--- src/rtl/itrx_aib_phy_rst_seq.sv ---
// AIB PHY reset sequencer: releases local/near/far resets in order, watching resynchronised far-end acks.
// Build option ITRX_AIB_RST_TMO_EN adds the handshake timeout and the sticky ERR state.
module itrx_aib_phy_rst_seq #(
  parameter int WAIT_CYC = 16,
  parameter int TMO_CYC  = 4096,
  parameter int SYNC_STG = 2
) (
  input  logic       clk,
  input  logic       rst_n,
  input  logic       enable,
  input  logic       ms_nsl,
  input  logic       device_detect,
  input  logic       por_out,
  input  logic       rstn_out,
  input  logic       adap_rstn_out,
  output logic       adapt_rstn,
  output logic       rstn_in,
  output logic       adap_rstn_in,
  output logic       link_up,
  output logic       tmo_err,
  output logic [2:0] seq_state
);

  localparam int MAXC = (WAIT_CYC > TMO_CYC) ? WAIT_CYC : TMO_CYC;
  localparam int CW   = $clog2(MAXC + 1);
  localparam logic [CW-1:0] WAIT_LAST = CW'(WAIT_CYC - 1);
  localparam logic [CW-1:0] CNT_MAX   = '1;
`ifdef ITRX_AIB_RST_TMO_EN
  localparam logic [CW-1:0] TMO_LAST  = CW'(TMO_CYC - 1);
`endif

  typedef enum logic [2:0] {
    IDLE    = 3'd0,
    PHY_REL = 3'd1,
    LNK_REL = 3'd2,
    ADP_DLY = 3'd3,
    ADP_REL = 3'd4,
    LINK_UP = 3'd5,
    ERR     = 3'd6
  } state_t;

  state_t          state, nxt;
  logic [CW-1:0]   cnt;
  logic [SYNC_STG-1:0] rstn_sync, adap_sync, dd_sync, por_sync;
  logic            rstn_s, adap_s, presence, wait_done;
  logic            adapt_nxt, rstn_in_nxt, adap_in_nxt, link_nxt;

  always_ff @(posedge clk) begin
    if (!rst_n) begin
      rstn_sync <= '0;
      adap_sync <= '0;
      dd_sync   <= '0;
      por_sync  <= '0;
    end else begin
      rstn_sync <= {rstn_sync[SYNC_STG-2:0], rstn_out};
      adap_sync <= {adap_sync[SYNC_STG-2:0], adap_rstn_out};
      dd_sync   <= {dd_sync[SYNC_STG-2:0], device_detect};
      por_sync  <= {por_sync[SYNC_STG-2:0], por_out};
    end
  end

  assign rstn_s    = rstn_sync[SYNC_STG-1];
  assign adap_s    = adap_sync[SYNC_STG-1];
  assign presence  = ms_nsl ? ~por_sync[SYNC_STG-1] : dd_sync[SYNC_STG-1];
  assign wait_done = (cnt >= WAIT_LAST);

  always_ff @(posedge clk) begin
    if (!rst_n) begin
      state <= IDLE;
      cnt   <= '0;
    end else begin
      state <= nxt;
      if (nxt != state)    cnt <= '0;
      else if (cnt != CNT_MAX) cnt <= cnt + 1'b1;
    end
  end

  always_comb begin
    nxt = state;
    case (state)
      IDLE:    if (enable && presence) nxt = PHY_REL;
      PHY_REL: if (wait_done) nxt = LNK_REL;
      LNK_REL: begin
        if (rstn_s) nxt = ADP_DLY;
`ifdef ITRX_AIB_RST_TMO_EN
        else if (cnt >= TMO_LAST) nxt = ERR;
`endif
      end
      ADP_DLY: if (wait_done) nxt = ADP_REL;
      ADP_REL: begin
        if (adap_s) nxt = LINK_UP;
`ifdef ITRX_AIB_RST_TMO_EN
        else if (cnt >= TMO_LAST) nxt = ERR;
`endif
      end
      LINK_UP: if (!(rstn_s && adap_s)) nxt = IDLE;
`ifdef ITRX_AIB_RST_TMO_EN
      ERR:     nxt = ERR;
`endif
      default: nxt = IDLE;
    endcase
    // Disable and presence loss override any handshake progress; ERR only leaves on disable.
    if (!enable)                        nxt = IDLE;
    else if (!presence && state != ERR) nxt = IDLE;
  end

  always_comb begin
    adapt_nxt   = (nxt >= PHY_REL) && (nxt <= LINK_UP);
    rstn_in_nxt = (nxt >= LNK_REL) && (nxt <= LINK_UP);
    adap_in_nxt = (nxt == ADP_REL) || (nxt == LINK_UP);
    link_nxt    = (nxt == LINK_UP);
  end

  always_ff @(posedge clk) begin
    if (!rst_n) begin
      adapt_rstn   <= 1'b0;
      rstn_in      <= 1'b0;
      adap_rstn_in <= 1'b0;
      link_up      <= 1'b0;
    end else begin
      adapt_rstn   <= adapt_nxt;
      rstn_in      <= rstn_in_nxt;
      adap_rstn_in <= adap_in_nxt;
      link_up      <= link_nxt;
    end
  end

`ifdef ITRX_AIB_RST_TMO_EN
  always_ff @(posedge clk) begin
    if (!rst_n) tmo_err <= 1'b0;
    else        tmo_err <= (nxt == ERR);
  end
`else
  assign tmo_err = 1'b0;
`endif

  assign seq_state = state;

endmodule

--- config.mk ---
export PLATFORM = sky130hd
export DESIGN_NAME = itrx_aib_phy_rst_seq
export DESIGN_NICKNAME = d
export VERILOG_FILES = /design/src/rtl/itrx_aib_phy_rst_seq.sv
export SDC_FILE = /design/constraint.sdc
export NUM_CORES = 1
export LEC_CHECK = 0
export CORE_ASPECT_RATIO = 1.4
export CORE_UTILIZATION = 45
export CTS_BUF_LIST = sky130_fd_sc_hd__clkbuf_8
export DETAILED_ROUTE_END_ITERATION = 16
export GPL_TIMING_DRIVEN = 0
export PLACE_DENSITY = 0.71
export RECOVER_POWER = 25
export SETUP_SLACK_MARGIN = 0.1
export SKIP_LAST_GASP = 1
export SLEW_MARGIN = 15
export SYNTH_ARGS = -nofsm -noshare
export SYNTH_HDL_FRONTEND = slang
export SYNTH_SLANG_ARGS = --single-unit
--- constraint.sdc ---
create_clock -name clk -period 5.3 [get_ports clk]
set_input_delay 0.795 -clock clk [delete_from_list [all_inputs] [get_ports clk]]
set_output_delay 0.795 -clock clk [all_outputs]
set_load 0.01 [all_outputs]
After elaboration in Yosys (flattened, before gate mapping)
Index checks and enable logic that the tools add are counted.

cells by class
  add/sub/neg operators = 1
  reductions and logical operators = 9
  muxes and demuxes = 10
  bitwise operators = 2
  order comparisons = 4
  equality and inequality tests = 10

operators by type and width
  kind                   number
  $mux 3                 8
  $pmux 3 s6             1
  $add 13x1->13 const B  1
  $ge 13x4->1 const B    1
  $ne 13x13->1 const B   1
  $eq 3x3->1 const B     4
  $eq 3x2->1 const B     2
  $logic_and 1x1->1      5
  $eq 3x1->1 const B     1
  $ge 3x1->1 const B     1
  $ge 3x2->1 const B     1
  $le 3x3->1 const B     1
  $logic_not 3->1        1
  $ne 3x3->1             1
  $ne 3x3->1 const B     1
  $not 1->1              2
  $reduce_or 2->1        1
  $logic_not 1->1        1
  $logic_or 1x1->1       1
  $mux 1                 1

storage, ports and cells
  word-level logic and storage cells = 46
  output and inout bits = 8
  input port bits = 8
  register bits after elaboration = 28

Depth between registers and ports, before layout
Gate-level depths: netlist of the first run.

  depth after elaboration = 9
  mapped depth = 8
  depth with buffers taken out = 6

Least setup slack after synthesis of the first run
Ideal clock, no wire load.

  path kind = input to register
  start point = input rst_n
  end point = register cnt[3]
  setup slack = 3.305 ns
  arrival time = 1.910 ns
  buffers on the path = 2
  cell stages on the path = 6
  library setup time = 0.086 ns
  required time = 5.214 ns
  cell sequence = buf_4 o2111ai_2 o32ai_1 o211ai_2 buf_6 a211oi_1

between the ends
  word-level cells in the longest chain between the ends = 2

RTL lines
  element                    line  text
  start, declared            9     input logic rst_n,
  $not 1->1 (no line)        -
  $reduce_or 2->1 (no line)  -
  end signal, assigned       74    else if (cnt != CNT_MAX) cnt <= cnt + 1'b1;
  end, declared              43    logic [CW-1:0] cnt;

No other way between the ends.
A chain may end at the register's enable or synchronous reset.

Worst setup path after layout of the first run
  start point = input ms_nsl
  end point = register cnt[3]

between the ends
  word-level cells in the longest chain between the ends = 8
  elaborated cells between the ends (all ways) = 10
  those cells by class = eq/ne: 1; mux: 5; reduce/logical: 4

RTL lines
  element                      line  text
  start, declared              11    input logic ms_nsl,
  $mux 1 *                     64    assign presence = ms_nsl ? ~por_sync[SYNC_STG-1] : dd_sync[SYNC_STG-1];
  $logic_and 1x1->1            81    IDLE: if (enable && presence) nxt = PHY_REL;
  $mux 3                       81
  $pmux 3 s6                   80    case (state)
  $mux 3 *                     104   else if (!presence && state != ERR) nxt = IDLE;
  $mux 3 *                     103   if (!enable) nxt = IDLE;
  $ne 3x3->1 *                 73    if (nxt != state) cnt <= '0;
  $reduce_or 2->1 (no line) *  -

Mark *: on every way between the ends. The rest lies on a longest branch, timed or not.

==> results of run 1 <==
final timing paths:
kind / end / cells after the start
hold / removal: dd_sync[1] / 1
setup / recovery: cnt[3] / 7
setup reg to reg: cnt[3] / 8
hold reg to reg: dd_sync[1] / 1
registers in the layout (all words and copies together), names as in the netlist, 2 cells and up:
| register | cells |
|---|---|
| cnt | 13 |
| seq_state | 3 |
| dd_sync | 2 |
| rstn_sync | 2 |
| adap_sync | 2 |
| por_sync | 2 |
Yosys cell counts (all sizes together):
cell and n:
a21boi 1, a41oi 1, nor4 2, nand4 1, nor2b 1, xnor2 2
o2111ai 1, mux2i 2, o2111a 1, a21oi 6, and4 1, inv 3
a311oi 1, or3 1, conb 1, and2 8, nand3b 2, o32ai 2
and3 3, a31oi 7, o21ai 5, buf 5, nor3b 1, o211ai 4
or2 1, nand3 4, nor2 19, nor3 8, xor2 1, o31a 1
nand2 13, a211oi 2, clkbuf 3, nand2b 4, dfxtp 28, ha 1
critical path, delay by kind of cell:
| family | cells | cell delay [ns] |
|---|---|---|
| AO/OA/AOI/OAI | 4 | 0.99 |
| AND/OR/NAND/NOR | 1 | 0.15 |
| buffers and inverters | 2 | 0.66 |
cells by family (layout without fill, tap and decap cells):
| logic type | count (synthesis) | count (layout) |
|---|---|---|
| multiplexers | 2 | 2 |
| AO/OA/AOI/OAI | 32 | 32 |
| other | 1 | 1 |
| flip-flops | 28 | 28 |
| buffers and inverters | 11 | 28 |
| AND/OR/NAND/NOR | 69 | 69 |
| XOR/XNOR | 3 | 3 |
| adder cells (fa/ha/maj) | 1 | 1 |
final cells by class:
class | count | area (um2)
buffer | 8 | 43.79
tap | 36 | 45.04
fill | 262 | 1149
clock buffer | 3 | 41.29
inverter | 3 | 11.26
sequential | 28 | 560.5
multi-input combinational | 108 | 631.9
timing repair buffer | 13 | 130.1
clock inverter | 1 | 30.03
metal layers:
metal / vias up / share of wire [%]
li1: 556 / -
met1: 517 / 44
met2: 14 / 53
met3: 2 / 2.0
met4: 0 / 0.98
met5: - / 0
power by group:
group	switching, uW	internal (uW)
Clock	60.7	101
Combinational	15.2	15.6
Sequential	4.12	216
stage by stage:
stage	worst slack (ns)	hold WS, ns	instance area [um2]
floorplan	3.305	0.4119	1251
global placement	2.644	0.4141	1426
detailed placement	2.614	0.4211	1426
CTS	2.872	0.4418	1498
global route	2.693	0.4544	1494
finish	2.881	0.4377	1494
==> flow_results.xml, run 1 <==
<?xml version="1.0" encoding="UTF-8"?>
<metrics>
  <group name="cells_and_area">
    <metric name="final_nets" unit="">174</metric>
    <metric name="drive_above_1_share" unit="%">6.707</metric>
    <metric name="syn2layout_area_growth" unit="%">19.40</metric>
    <metric name="most-common-layout-cells" unit="">28 x sky130_fd_sc_hd__dfxtp_1, 19 x sky130_fd_sc_hd__nor2_1, 13 x sky130_fd_sc_hd__nand2_1</metric>
    <metric name="fin_cells" unit="">200</metric>
    <metric name="diodes" unit="">0</metric>
    <metric name="fin_util" unit="%">56.53</metric>
    <metric name="final_common_cell" unit="">sky130_fd_sc_hd__dfxtp_1</metric>
  </group>
  <group name="cts">
    <metric name="cts-buffers-inserted" unit="">3</metric>
    <metric name="worst_skew_pair.late_latency" unit="ns">0.27</metric>
    <metric name="tritoncts" unit="">done</metric>
    <metric name="clockRootBuffer" unit="">sky130_fd_sc_hd__clkbuf_8</metric>
    <metric name="cts_sinks" unit="">28</metric>
    <metric name="ctsResizeCount" unit="">0</metric>
    <metric name="hold_buffers" unit="">0</metric>
    <metric name="clock_slew_at_reported_path_ffs" unit="ns">0.08</metric>
    <metric name="cts.path.max_buffers" unit="">2</metric>
    <metric name="total_setup_buffers_inserted_after_cts" unit="">0</metric>
    <metric name="htreeDepth" unit="">1</metric>
  </group>
  <group name="global_routing">
    <metric name="first_pass_grt_wire_length" unit="mm">4.229</metric>
    <metric name="gr-usage-met1" unit="%">22.63</metric>
    <metric name="global_route.usage.total" unit="%">18.60</metric>
    <metric name="grt_use_met2" unit="%">30.56</metric>
    <metric name="use_met3" unit="%">2.542</metric>
    <metric name="vias_in_the_first_global_route" unit="">1041</metric>
    <metric name="grt_antenna_before_repair" unit="">0</metric>
    <metric name="pin_count_of_the_biggest_net_entering_global_routing" unit="">17</metric>
    <metric name="globalRouteOverflowTotal" unit="">0</metric>
    <metric name="grt-busiest-layer" unit="">met2</metric>
  </group>
  <group name="synthesis">
    <metric name="synth-simple-area-share" unit="%">27.40</metric>
    <metric name="netlist_area" unit="um2">1251</metric>
    <metric name="ys.warnings.count" unit="">0</metric>
    <metric name="synthXorXnorAreaFrac" unit="%">2.100</metric>
    <metric name="synthTopCellsByArea" unit="">sky130_fd_sc_hd__dfxtp_1 45%, sky130_fd_sc_hd__nor2_1 5.7%, sky130_fd_sc_hd__and2_1 4.0%</metric>
    <metric name="proportion_of_synthesized_area_in_mux_cells" unit="%">1.600</metric>
    <metric name="compound_cell_area_share_of_the_yosys_netlist" unit="%">18.10</metric>
    <metric name="ys_seq_elements" unit="">28</metric>
    <metric name="postSynthAreaPerCell" unit="um2">8.512</metric>
    <metric name="post_synth_fa_ha_maj_area_fraction" unit="%">1.000</metric>
    <metric name="yosysSeqAreaShare" unit="%">44.80</metric>
    <metric name="synthDominantCellAreaShare" unit="%">44.80</metric>
    <metric name="synth_top_family_by_area" unit="">simple AND/OR/NAND/NOR gates</metric>
    <metric name="synth_top_cell_by_area" unit="">sky130_fd_sc_hd__dfxtp_1</metric>
    <metric name="syn-num-nets" unit="">156</metric>
    <metric name="ys_types" unit="">39</metric>
    <metric name="synthesized_instance_count" unit="">147</metric>
  </group>
  <group name="drt">
    <metric name="drt-wirelength-per-cell" unit="um">11.28</metric>
    <metric name="firstDrtPassIters" unit="">4</metric>
    <metric name="number_of_vias_in_the_routed_layout" unit="">1089</metric>
    <metric name="route.antenna.remaining_nets" unit="">0</metric>
    <metric name="drt_iter0_markers" unit="">29</metric>
    <metric name="drc" unit="">0</metric>
    <metric name="via_cell_ratio" unit="">5.445</metric>
    <metric name="wirelength" unit="mm">2.255</metric>
  </group>
  <group name="worst_setup_path">
    <metric name="crit_path_cell_trace" unit="">clkdlybuf4s50_1 -&gt; nand2_1 -&gt; o2111ai_2 -&gt; o32ai_1 -&gt; o211ai_2 -&gt; buf_6 -&gt; a211oi_1</metric>
    <metric name="timing.critical_path.to_type" unit="">flop</metric>
    <metric name="setup.reg_to_reg.worst_slack" unit="ns">3.32</metric>
    <metric name="worstSetupPathType" unit="">in -&gt; reg</metric>
    <metric name="worst-endpoint-required" unit="ns">5.48</metric>
    <metric name="cp_max_fo" unit="">10</metric>
    <metric name="critPathSlowestCell" unit="">sky130_fd_sc_hd__clkdlybuf4s50_1</metric>
    <metric name="max_stage_delay" unit="ns">0.47</metric>
    <metric name="start_point_of_the_critical_path" unit="">ms_nsl</metric>
    <metric name="critical_path.startpoint_type" unit="">input port</metric>
    <metric name="worst_r2r_startpoint" unit="">cnt[0]</metric>
    <metric name="arrival" unit="ns">2.60</metric>
  </group>
  <group name="power">
    <metric name="static-leakage-power" unit="uW">0.0005027</metric>
    <metric name="total_power" unit="uW">412.7</metric>
    <metric name="ir_drop" unit="mV">0.1774</metric>
    <metric name="cellPowerDensity" unit="nW/um2">276.3</metric>
  </group>
  <group name="timing">
    <metric name="final.setup_skew" unit="ns">0.008337</metric>
    <metric name="timing.final.crit_share" unit="%">45.63</metric>
    <metric name="slew_at_the_pin_closest_to_its_max_slew_limit" unit="ns">0.5367</metric>
    <metric name="setup_viol" unit="">0</metric>
    <metric name="report.final.hold_viol_count" unit="">0</metric>
    <metric name="clock.fmax" unit="MHz">413.5</metric>
    <metric name="period_minus_slack" unit="ns">2.419</metric>
    <metric name="slew-limit-headroom" unit="%">63.94</metric>
    <metric name="rsz0062_at_grt" unit="">no</metric>
    <metric name="fin_setup_tns" unit="ns">0</metric>
    <metric name="pins_over_their_slew_limit" unit="">0</metric>
  </group>
  <group name="placement">
    <metric name="placed_cells_incl_taps" unit="">196</metric>
    <metric name="globalplace.congestion" unit="">0.8841</metric>
    <metric name="placed_wire_length_estimate" unit="mm">1.719</metric>
    <metric name="placement.io_buffers" unit="">13</metric>
  </group>
  <group name="die">
    <metric name="die_span_in_x" unit="um">46.57</metric>
    <metric name="io_pins" unit="">16</metric>
    <metric name="floorplan.rows" unit="">22</metric>
    <metric name="core_region_area" unit="um2">2643</metric>
    <metric name="effective_utilization_at_floorplan" unit="%">47.35</metric>
    <metric name="die-area" unit="um2">2998</metric>
    <metric name="die_h" unit="um">64.39</metric>
  </group>
  <group name="min_path">
    <metric name="hold_path.class" unit="">reg -&gt; reg</metric>
    <metric name="critical_hold_path_startpoint" unit="">dd_sync[0]</metric>
  </group>
  <group name="flow_run">
    <metric name="cap_viol_max_count" unit="">0</metric>
  </group>
  <group name="run_status">
    <metric name="status" unit="">finished clean</metric>
  </group>
</metrics>
Note: power is estimated with default switching activity, not from simulation.
==> run 2: changes to the inputs <==
- PLACE_DENSITY: 0.71 -> 0.74
- clock period: 5.3 -> 2.1 ns (I/O delays scaled with it)
==> run 2 against run 1 <==
Effect of this change:
- via count rose by 2.3%
- wire length grew 13%
- sequential share of layout area decreased by 0.94 points
- design area grew 3.0%
- setup slack lost 2.7 ns
- clock skew is 0.0036 ns lower
- global-route usage shrank 0.27 points
- critical path type is now reg -> reg
- total power up 130%
- register-to-register slack got worse by 3.1 ns
- highest routed layer unchanged
- sequential cell count stayed put
==> flow_results.xml, run 2 (synthesis gave the netlist of run 1 again) <==
<?xml version="1.0" encoding="UTF-8"?>
<metrics>
  <group name="run_status">
    <metric name="status" unit="">finished clean</metric>
  </group>
  <group name="timing">
    <metric name="setup_viol" unit="">0</metric>
    <metric name="rsz0062_at_grt" unit="">no</metric>
    <metric name="clock.fmax" unit="MHz">524.4</metric>
    <metric name="fin_setup_tns" unit="ns">0</metric>
    <metric name="slew-limit-headroom" unit="%">63.54</metric>
    <metric name="pins_over_their_slew_limit" unit="">0</metric>
    <metric name="final_hold_slack" unit="ns">0.3317</metric>
    <metric name="slew_at_the_pin_closest_to_its_max_slew_limit" unit="ns">0.5427</metric>
    <metric name="report.final.hold_viol_count" unit="">0</metric>
    <metric name="timing.final.crit_share" unit="%">90.81</metric>
    <metric name="setup_ws" unit="ns">0.1930</metric>
    <metric name="period_minus_slack" unit="ns">1.907</metric>
    <metric name="final.setup_skew" unit="ns">0.004711</metric>
  </group>
  <group name="global_routing">
    <metric name="vias_in_the_first_global_route" unit="">936</metric>
    <metric name="globalRouteOverflowTotal" unit="">0</metric>
    <metric name="global_route.usage.total" unit="%">18.34</metric>
    <metric name="first_pass_grt_wire_length" unit="mm">4.050</metric>
    <metric name="pin_count_of_the_biggest_net_entering_global_routing" unit="">15</metric>
    <metric name="grt_antenna_before_repair" unit="">0</metric>
  </group>
  <group name="worst_setup_path">
    <metric name="worst_r2r_startpoint" unit="">cnt[0]</metric>
    <metric name="critical_path.startpoint_type" unit="">flop</metric>
    <metric name="worstSetupEndpoint" unit="">cnt[3]</metric>
    <metric name="timing.critical_path.to_type" unit="">flop</metric>
    <metric name="arrival" unit="ns">2.05</metric>
    <metric name="critical_path.reg2reg.endpoint" unit="">cnt[3]</metric>
    <metric name="start_point_of_the_critical_path" unit="">cnt[0]</metric>
    <metric name="cp_max_fo" unit="">9</metric>
    <metric name="worstSetupPathType" unit="">reg -&gt; reg</metric>
    <metric name="setup.reg_to_reg.worst_slack" unit="ns">0.19</metric>
    <metric name="worst-endpoint-required" unit="ns">2.24</metric>
    <metric name="reg2reg_depth" unit="">8</metric>
  </group>
  <group name="drt">
    <metric name="firstDrtPassIters" unit="">4</metric>
    <metric name="number_of_vias_in_the_routed_layout" unit="">1114</metric>
    <metric name="drt_iter0_markers" unit="">48</metric>
    <metric name="drc" unit="">0</metric>
    <metric name="via_cell_ratio" unit="">5.515</metric>
    <metric name="wirelength" unit="mm">2.541</metric>
    <metric name="drt-wirelength-per-cell" unit="um">12.58</metric>
    <metric name="route.antenna.remaining_nets" unit="">0</metric>
  </group>
  <group name="cells_and_area">
    <metric name="diodes" unit="">0</metric>
    <metric name="drive_above_1_share" unit="%">12.65</metric>
    <metric name="syn2layout_area_growth" unit="%">23.00</metric>
    <metric name="layout.cell_area.non_filler" unit="um2">1539</metric>
    <metric name="largest_register_ffs" unit="">13</metric>
    <metric name="final_common_cell" unit="">sky130_fd_sc_hd__dfxtp_1</metric>
    <metric name="largest_register_by_flop_count" unit="">cnt</metric>
    <metric name="most-common-layout-cells" unit="">26 x sky130_fd_sc_hd__dfxtp_1, 19 x sky130_fd_sc_hd__nor2_1, 12 x sky130_fd_sc_hd__nand2_1</metric>
    <metric name="final_nets" unit="">177</metric>
  </group>
  <group name="placement">
    <metric name="dp_worst_setup_slack" unit="ns">-0.1843</metric>
    <metric name="globalplace.congestion" unit="">0.8295</metric>
    <metric name="placement.io_buffers" unit="">13</metric>
    <metric name="placed_wire_length_estimate" unit="mm">1.814</metric>
    <metric name="placed_area" unit="um2">1426</metric>
  </group>
  <group name="cts">
    <metric name="clockRootBuffer" unit="">sky130_fd_sc_hd__clkbuf_8</metric>
    <metric name="cts-buffers-inserted" unit="">3</metric>
    <metric name="hold_buffers" unit="">0</metric>
    <metric name="worst_skew_pair.late_latency" unit="ns">0.26</metric>
    <metric name="tritoncts" unit="">done</metric>
    <metric name="cts_sinks" unit="">28</metric>
    <metric name="htreeDepth" unit="">1</metric>
    <metric name="clock_slew_at_reported_path_ffs" unit="ns">0.09</metric>
    <metric name="cts.path.max_buffers" unit="">2</metric>
  </group>
  <group name="die">
    <metric name="io_pins" unit="">16</metric>
    <metric name="effective_utilization_at_floorplan" unit="%">47.35</metric>
    <metric name="core_region_area" unit="um2">2643</metric>
    <metric name="die-area" unit="um2">2998</metric>
    <metric name="die_span_in_x" unit="um">46.57</metric>
    <metric name="floorplan.rows" unit="">22</metric>
    <metric name="die_h" unit="um">64.39</metric>
  </group>
  <group name="flow_run">
    <metric name="cap_viol_max_count" unit="">0</metric>
  </group>
  <group name="power">
    <metric name="cellPowerDensity" unit="nW/um2">605.6</metric>
    <metric name="static-leakage-power" unit="uW">0.0005267</metric>
    <metric name="ir_drop" unit="mV">0.4293</metric>
    <metric name="total_power" unit="uW">932.1</metric>
  </group>
  <group name="min_path">
    <metric name="hold_path.class" unit="">in -&gt; reg</metric>
    <metric name="critical_hold_path_startpoint" unit="">rst_n</metric>
  </group>
</metrics>
[run 2: changes by cell type in the layout (fill, tap and decap cells not counted), sizes merged]
cell           before  now
buf                 4    7
clkdlybuf4s50      11    9
bufinv              1    0
dlygate4sd3         2    3
dlymetal6s2s        0    1
[run 2: metrics by stage]
| stage | utilization [%] | std cells |
|---|---|---|
| finish | 58.24 | 202 |
| global placement | 53.98 | 196 |
| CTS | 55.82 | 199 |
| floorplan | - | 147 |
| global route | 58.24 | 202 |
| detailed placement | 53.98 | 196 |
[run 2: report_power, final]
group          switching (uW)  internal, uW
clock                     148           128
combinational            44.3          51.4
sequential               12.9           547
total                     206           726
[run 2: final cells by class]
class / instances / area (um2)
Fill cell: 246 / 1104
Multi-Input combinational cell: 108 / 669.4
Sequential cell: 28 / 563.0
Timing Repair Buffer: 16 / 158.9
Buffer: 8 / 50.05
Tap cell: 36 / 45.04
Clock buffer: 3 / 41.29
Inverter: 3 / 11.26
[run 2: worst min path at each step]
stage,end,slack (ns),cells past startpoint
floorplan,adap_sync[1],0.41,1
global route,dd_sync[0],0.34,2
global placement,dd_sync[1],0.41,1
CTS,adap_sync[1],0.32,2
detailed placement,adap_sync[1],0.42,1
finish,dd_sync[1],0.33,2
[run 2: timing repair]
item | in CTS | in global routing
hold endpoints to repair | 0 | 0
pin swaps | 0 | 4
resized for setup | 1 | 11
cloned | 0 | 1
endpoints found under the setup margin | 1 | 12
setup buffers | 0 | 2
[run 2: worst max-delay path: stages, from the launching register on]
cell and delay, ns:
sky130_fd_sc_hd__dfxtp_2 0.36, sky130_fd_sc_hd__ha_1 0.19, sky130_fd_sc_hd__clkbuf_4 0.18, sky130_fd_sc_hd__a21oi_2 0.13, sky130_fd_sc_hd__o211ai_1 0.18, sky130_fd_sc_hd__o31a_1 0.29, sky130_fd_sc_hd__o211ai_2 0.25, sky130_fd_sc_hd__buf_6 0.16
sky130_fd_sc_hd__a211oi_1 0.05
[run 2: per-layer routing]
layer	up-vias	share of wire [%]	global-route usage (%)	wire (um)
li1	562	-	-	-
met1	518	42	22.14	1064
met2	30	53	30.21	1338
met3	4	3.7	1.977	94
met4	0	1.7	9.559	44
met5	-	0	0	0
==> run 3: changes to the inputs <==
- CELL_PAD_IN_SITES_DETAIL_PLACEMENT: not set -> 1
- CELL_PAD_IN_SITES_GLOBAL_PLACEMENT: not set -> 1
- CORE_UTILIZATION: 45 -> 35
- PLACE_DENSITY: 0.74 -> 0.75
==> run 3 against run 2 <==
Effect of this change:
- design area rose by 5.0%
- clock power grew 57%
- sequential cell count stayed put
- global-route usage shrank 0.18 points
- total power up 19%
- utilization fell by 11 points
- highest routed layer unchanged
- combinational power is 18% higher
- sequential power hardly changed
- die area up 27%
- sequential share of layout area fell by 1.4 points
- first-iteration DRC count down 65%
==> flow_results.xml, run 3 (synthesis gave the netlist of run 1 again) <==
<?xml version="1.0" encoding="UTF-8"?>
<metrics>
  <group name="drt">
    <metric name="wirelength" unit="mm">3.304</metric>
    <metric name="drt-wirelength-per-cell" unit="um">15.66</metric>
    <metric name="via_cell_ratio" unit="">5.621</metric>
    <metric name="drt_iter0_markers" unit="">17</metric>
    <metric name="firstDrtPassIters" unit="">4</metric>
    <metric name="route.antenna.remaining_nets" unit="">0</metric>
    <metric name="number_of_vias_in_the_routed_layout" unit="">1186</metric>
    <metric name="drc" unit="">0</metric>
  </group>
  <group name="cells_and_area">
    <metric name="largest_register_by_flop_count" unit="">cnt</metric>
    <metric name="syn2layout_area_growth" unit="%">29.20</metric>
    <metric name="fin_cells" unit="">211</metric>
    <metric name="nFillCells" unit="">403</metric>
    <metric name="seqCellArea" unit="um2">568.0</metric>
    <metric name="diodes" unit="">0</metric>
    <metric name="final_nets" unit="">181</metric>
    <metric name="largest_register_ffs" unit="">13</metric>
    <metric name="final_common_cell" unit="">sky130_fd_sc_hd__dfxtp_1</metric>
    <metric name="multi_input_comb_area" unit="um2">675.6</metric>
    <metric name="drive_above_1_share" unit="%">16.37</metric>
    <metric name="most-common-layout-cells" unit="">26 x sky130_fd_sc_hd__dfxtp_1, 19 x sky130_fd_sc_hd__nor2_1, 12 x sky130_fd_sc_hd__nand2_1</metric>
    <metric name="fin_util" unit="%">47.41</metric>
  </group>
  <group name="placement">
    <metric name="placed_wire_length_estimate" unit="mm">2.256</metric>
    <metric name="placement.io_buffers" unit="">13</metric>
    <metric name="dp_worst_setup_slack" unit="ns">-0.1819</metric>
    <metric name="placed_cells_incl_taps" unit="">200</metric>
    <metric name="globalplace.congestion" unit="">0.8267</metric>
  </group>
  <group name="worst_setup_path">
    <metric name="max_stage_delay" unit="ns">0.37</metric>
    <metric name="cp_max_fo" unit="">7</metric>
    <metric name="worstSetupPathType" unit="">reg -&gt; reg</metric>
    <metric name="arrival" unit="ns">2.05</metric>
    <metric name="critPathSlowestCell" unit="">sky130_fd_sc_hd__dfxtp_4</metric>
    <metric name="setup.reg_to_reg.worst_slack" unit="ns">0.20</metric>
    <metric name="timing.critical_path.to_type" unit="">flop</metric>
    <metric name="family_with_the_most_delay_on_the_worst_path" unit="">compound AO/OA/AOI/OAI gates</metric>
    <metric name="worst_r2r_startpoint" unit="">cnt[0]</metric>
    <metric name="worst-endpoint-required" unit="ns">2.25</metric>
    <metric name="start_point_of_the_critical_path" unit="">cnt[0]</metric>
    <metric name="critical_path.startpoint_type" unit="">flop</metric>
    <metric name="bufs_and_invs_on_worst_path" unit="">2</metric>
    <metric name="crit_path_cell_trace" unit="">ha_2 -&gt; buf_6 -&gt; a21oi_2 -&gt; o211ai_1 -&gt; o31a_1 -&gt; o211ai_2 -&gt; buf_4 -&gt; a311oi_2</metric>
  </group>
  <group name="power">
    <metric name="total_power" unit="uW">1105</metric>
    <metric name="static-leakage-power" unit="uW">0.0005496</metric>
    <metric name="cellPowerDensity" unit="nW/um2">683.9</metric>
    <metric name="ir_drop" unit="mV">0.6465</metric>
  </group>
  <group name="cts">
    <metric name="cts_sinks" unit="">28</metric>
    <metric name="clock_slew_at_reported_path_ffs" unit="ns">0.10</metric>
    <metric name="cts.path.max_buffers" unit="">2</metric>
    <metric name="tritoncts" unit="">done</metric>
    <metric name="hold_buffers" unit="">0</metric>
    <metric name="cts-buffers-inserted" unit="">3</metric>
    <metric name="htreeDepth" unit="">1</metric>
    <metric name="clockRootBuffer" unit="">sky130_fd_sc_hd__clkbuf_8</metric>
    <metric name="worst_skew_pair.late_latency" unit="ns">0.28</metric>
  </group>
  <group name="timing">
    <metric name="pins_over_their_slew_limit" unit="">0</metric>
    <metric name="final.setup_skew" unit="ns">0.004117</metric>
    <metric name="period_minus_slack" unit="ns">1.897</metric>
    <metric name="setup_viol" unit="">0</metric>
    <metric name="timing.final.crit_share" unit="%">90.35</metric>
    <metric name="clock.fmax" unit="MHz">527.1</metric>
    <metric name="rsz0062_at_grt" unit="">no</metric>
    <metric name="fin_setup_tns" unit="ns">0</metric>
    <metric name="setup_ws" unit="ns">0.2027</metric>
    <metric name="slew-limit-headroom" unit="%">61.68</metric>
    <metric name="slew_at_the_pin_closest_to_its_max_slew_limit" unit="ns">0.5703</metric>
    <metric name="report.final.hold_viol_count" unit="">0</metric>
  </group>
  <group name="die">
    <metric name="die_h" unit="um">72.75</metric>
    <metric name="die-area" unit="um2">3821</metric>
    <metric name="effective_utilization_at_floorplan" unit="%">36.70</metric>
    <metric name="die_span_in_x" unit="um">52.53</metric>
    <metric name="core_region_area" unit="um2">3410</metric>
    <metric name="floorplan.rows" unit="">25</metric>
    <metric name="io_pins" unit="">16</metric>
  </group>
  <group name="flow_run">
    <metric name="cap_viol_max_count" unit="">0</metric>
  </group>
  <group name="global_routing">
    <metric name="vias_in_the_first_global_route" unit="">1265</metric>
    <metric name="global_route.usage.total" unit="%">18.16</metric>
    <metric name="first_pass_grt_wire_length" unit="mm">5.175</metric>
    <metric name="globalRouteOverflowTotal" unit="">0</metric>
    <metric name="pin_count_of_the_biggest_net_entering_global_routing" unit="">17</metric>
    <metric name="grt_antenna_before_repair" unit="">0</metric>
  </group>
  <group name="min_path">
    <metric name="hold_path.class" unit="">in -&gt; reg</metric>
    <metric name="critical_hold_path_startpoint" unit="">rst_n</metric>
  </group>
  <group name="run_status">
    <metric name="status" unit="">finished clean</metric>
  </group>
</metrics>
[run 3: cell count changes in the layout (fill, tap and decap cells not counted), sizes merged]
cell / change
bufinv: +1
buf: +5
dlymetal6s2s: -1
clkdlybuf4s50: +1
clkbuf: -1
[run 3: final cells by class]
type | instances | area share [%]
multi-input cells | 108 | 41.80
flip-flops and latches | 28 | 35.14
repair buffers | 20 | 11.53
plain buffers | 8 | 3.328
well taps | 40 | 3.096
clock buffers | 3 | 2.554
clock inverters | 1 | 1.858
inverters | 3 | 0.6966
[run 3: worst register-to-register path, stage by stage (launching register included)]
cell and delay [ns]:
sky130_fd_sc_hd__dfxtp_4 0.37, sky130_fd_sc_hd__ha_2 0.18, sky130_fd_sc_hd__buf_6 0.13, sky130_fd_sc_hd__a21oi_2 0.10, sky130_fd_sc_hd__o211ai_1 0.17, sky130_fd_sc_hd__o31a_1 0.30, sky130_fd_sc_hd__o211ai_2 0.28, sky130_fd_sc_hd__buf_4 0.18
sky130_fd_sc_hd__a311oi_2 0.04
[run 3: layer usage]
metal,track usage [%],wire length (um),up-vias
met3,2.708,66,10
met5,0,0,-
li1,-,-,572
met4,11.11,117,0
met2,35.02,1823,24
met1,16.90,1296,580
[run 3: per-stage QoR]
| stage | instance area [um2] | hold WS, ns |
|---|---|---|
| floorplan | 1251 | 0.4119 |
| global placement | 1431 | 0.4137 |
| detailed placement | 1431 | 0.4287 |
| CTS | 1510 | 0.3079 |
| global route | 1617 | 0.3411 |
| finish | 1617 | 0.3232 |
[run 3: repair_timing]
action,in CTS,in global routing
endpoints found under the hold margin,0,0
gates cloned,0,1
setup buffers,1,5
pin swaps,1,4
gates resized for setup,0,17
endpoints found under the setup margin,10,16
[run 3: power breakdown]
| group | leakage, uW | switching [uW] | total (uW) | internal (uW) |
|---|---|---|---|---|
| clock network | 0.0000357 | 180 | 435 | 256 |
| registers | 0.000229 | 10.6 | 557 | 547 |
| logic | 0.000285 | 53.4 | 113 | 59.3 |
[run 3: path summary, 6_finish.rpt]
path                      end  cells past startpoint
hold / removal    por_sync[0]                      2
setup reg to reg       cnt[9]                      8
setup / recovery       cnt[9]                      8
hold reg to reg   por_sync[1]                      1
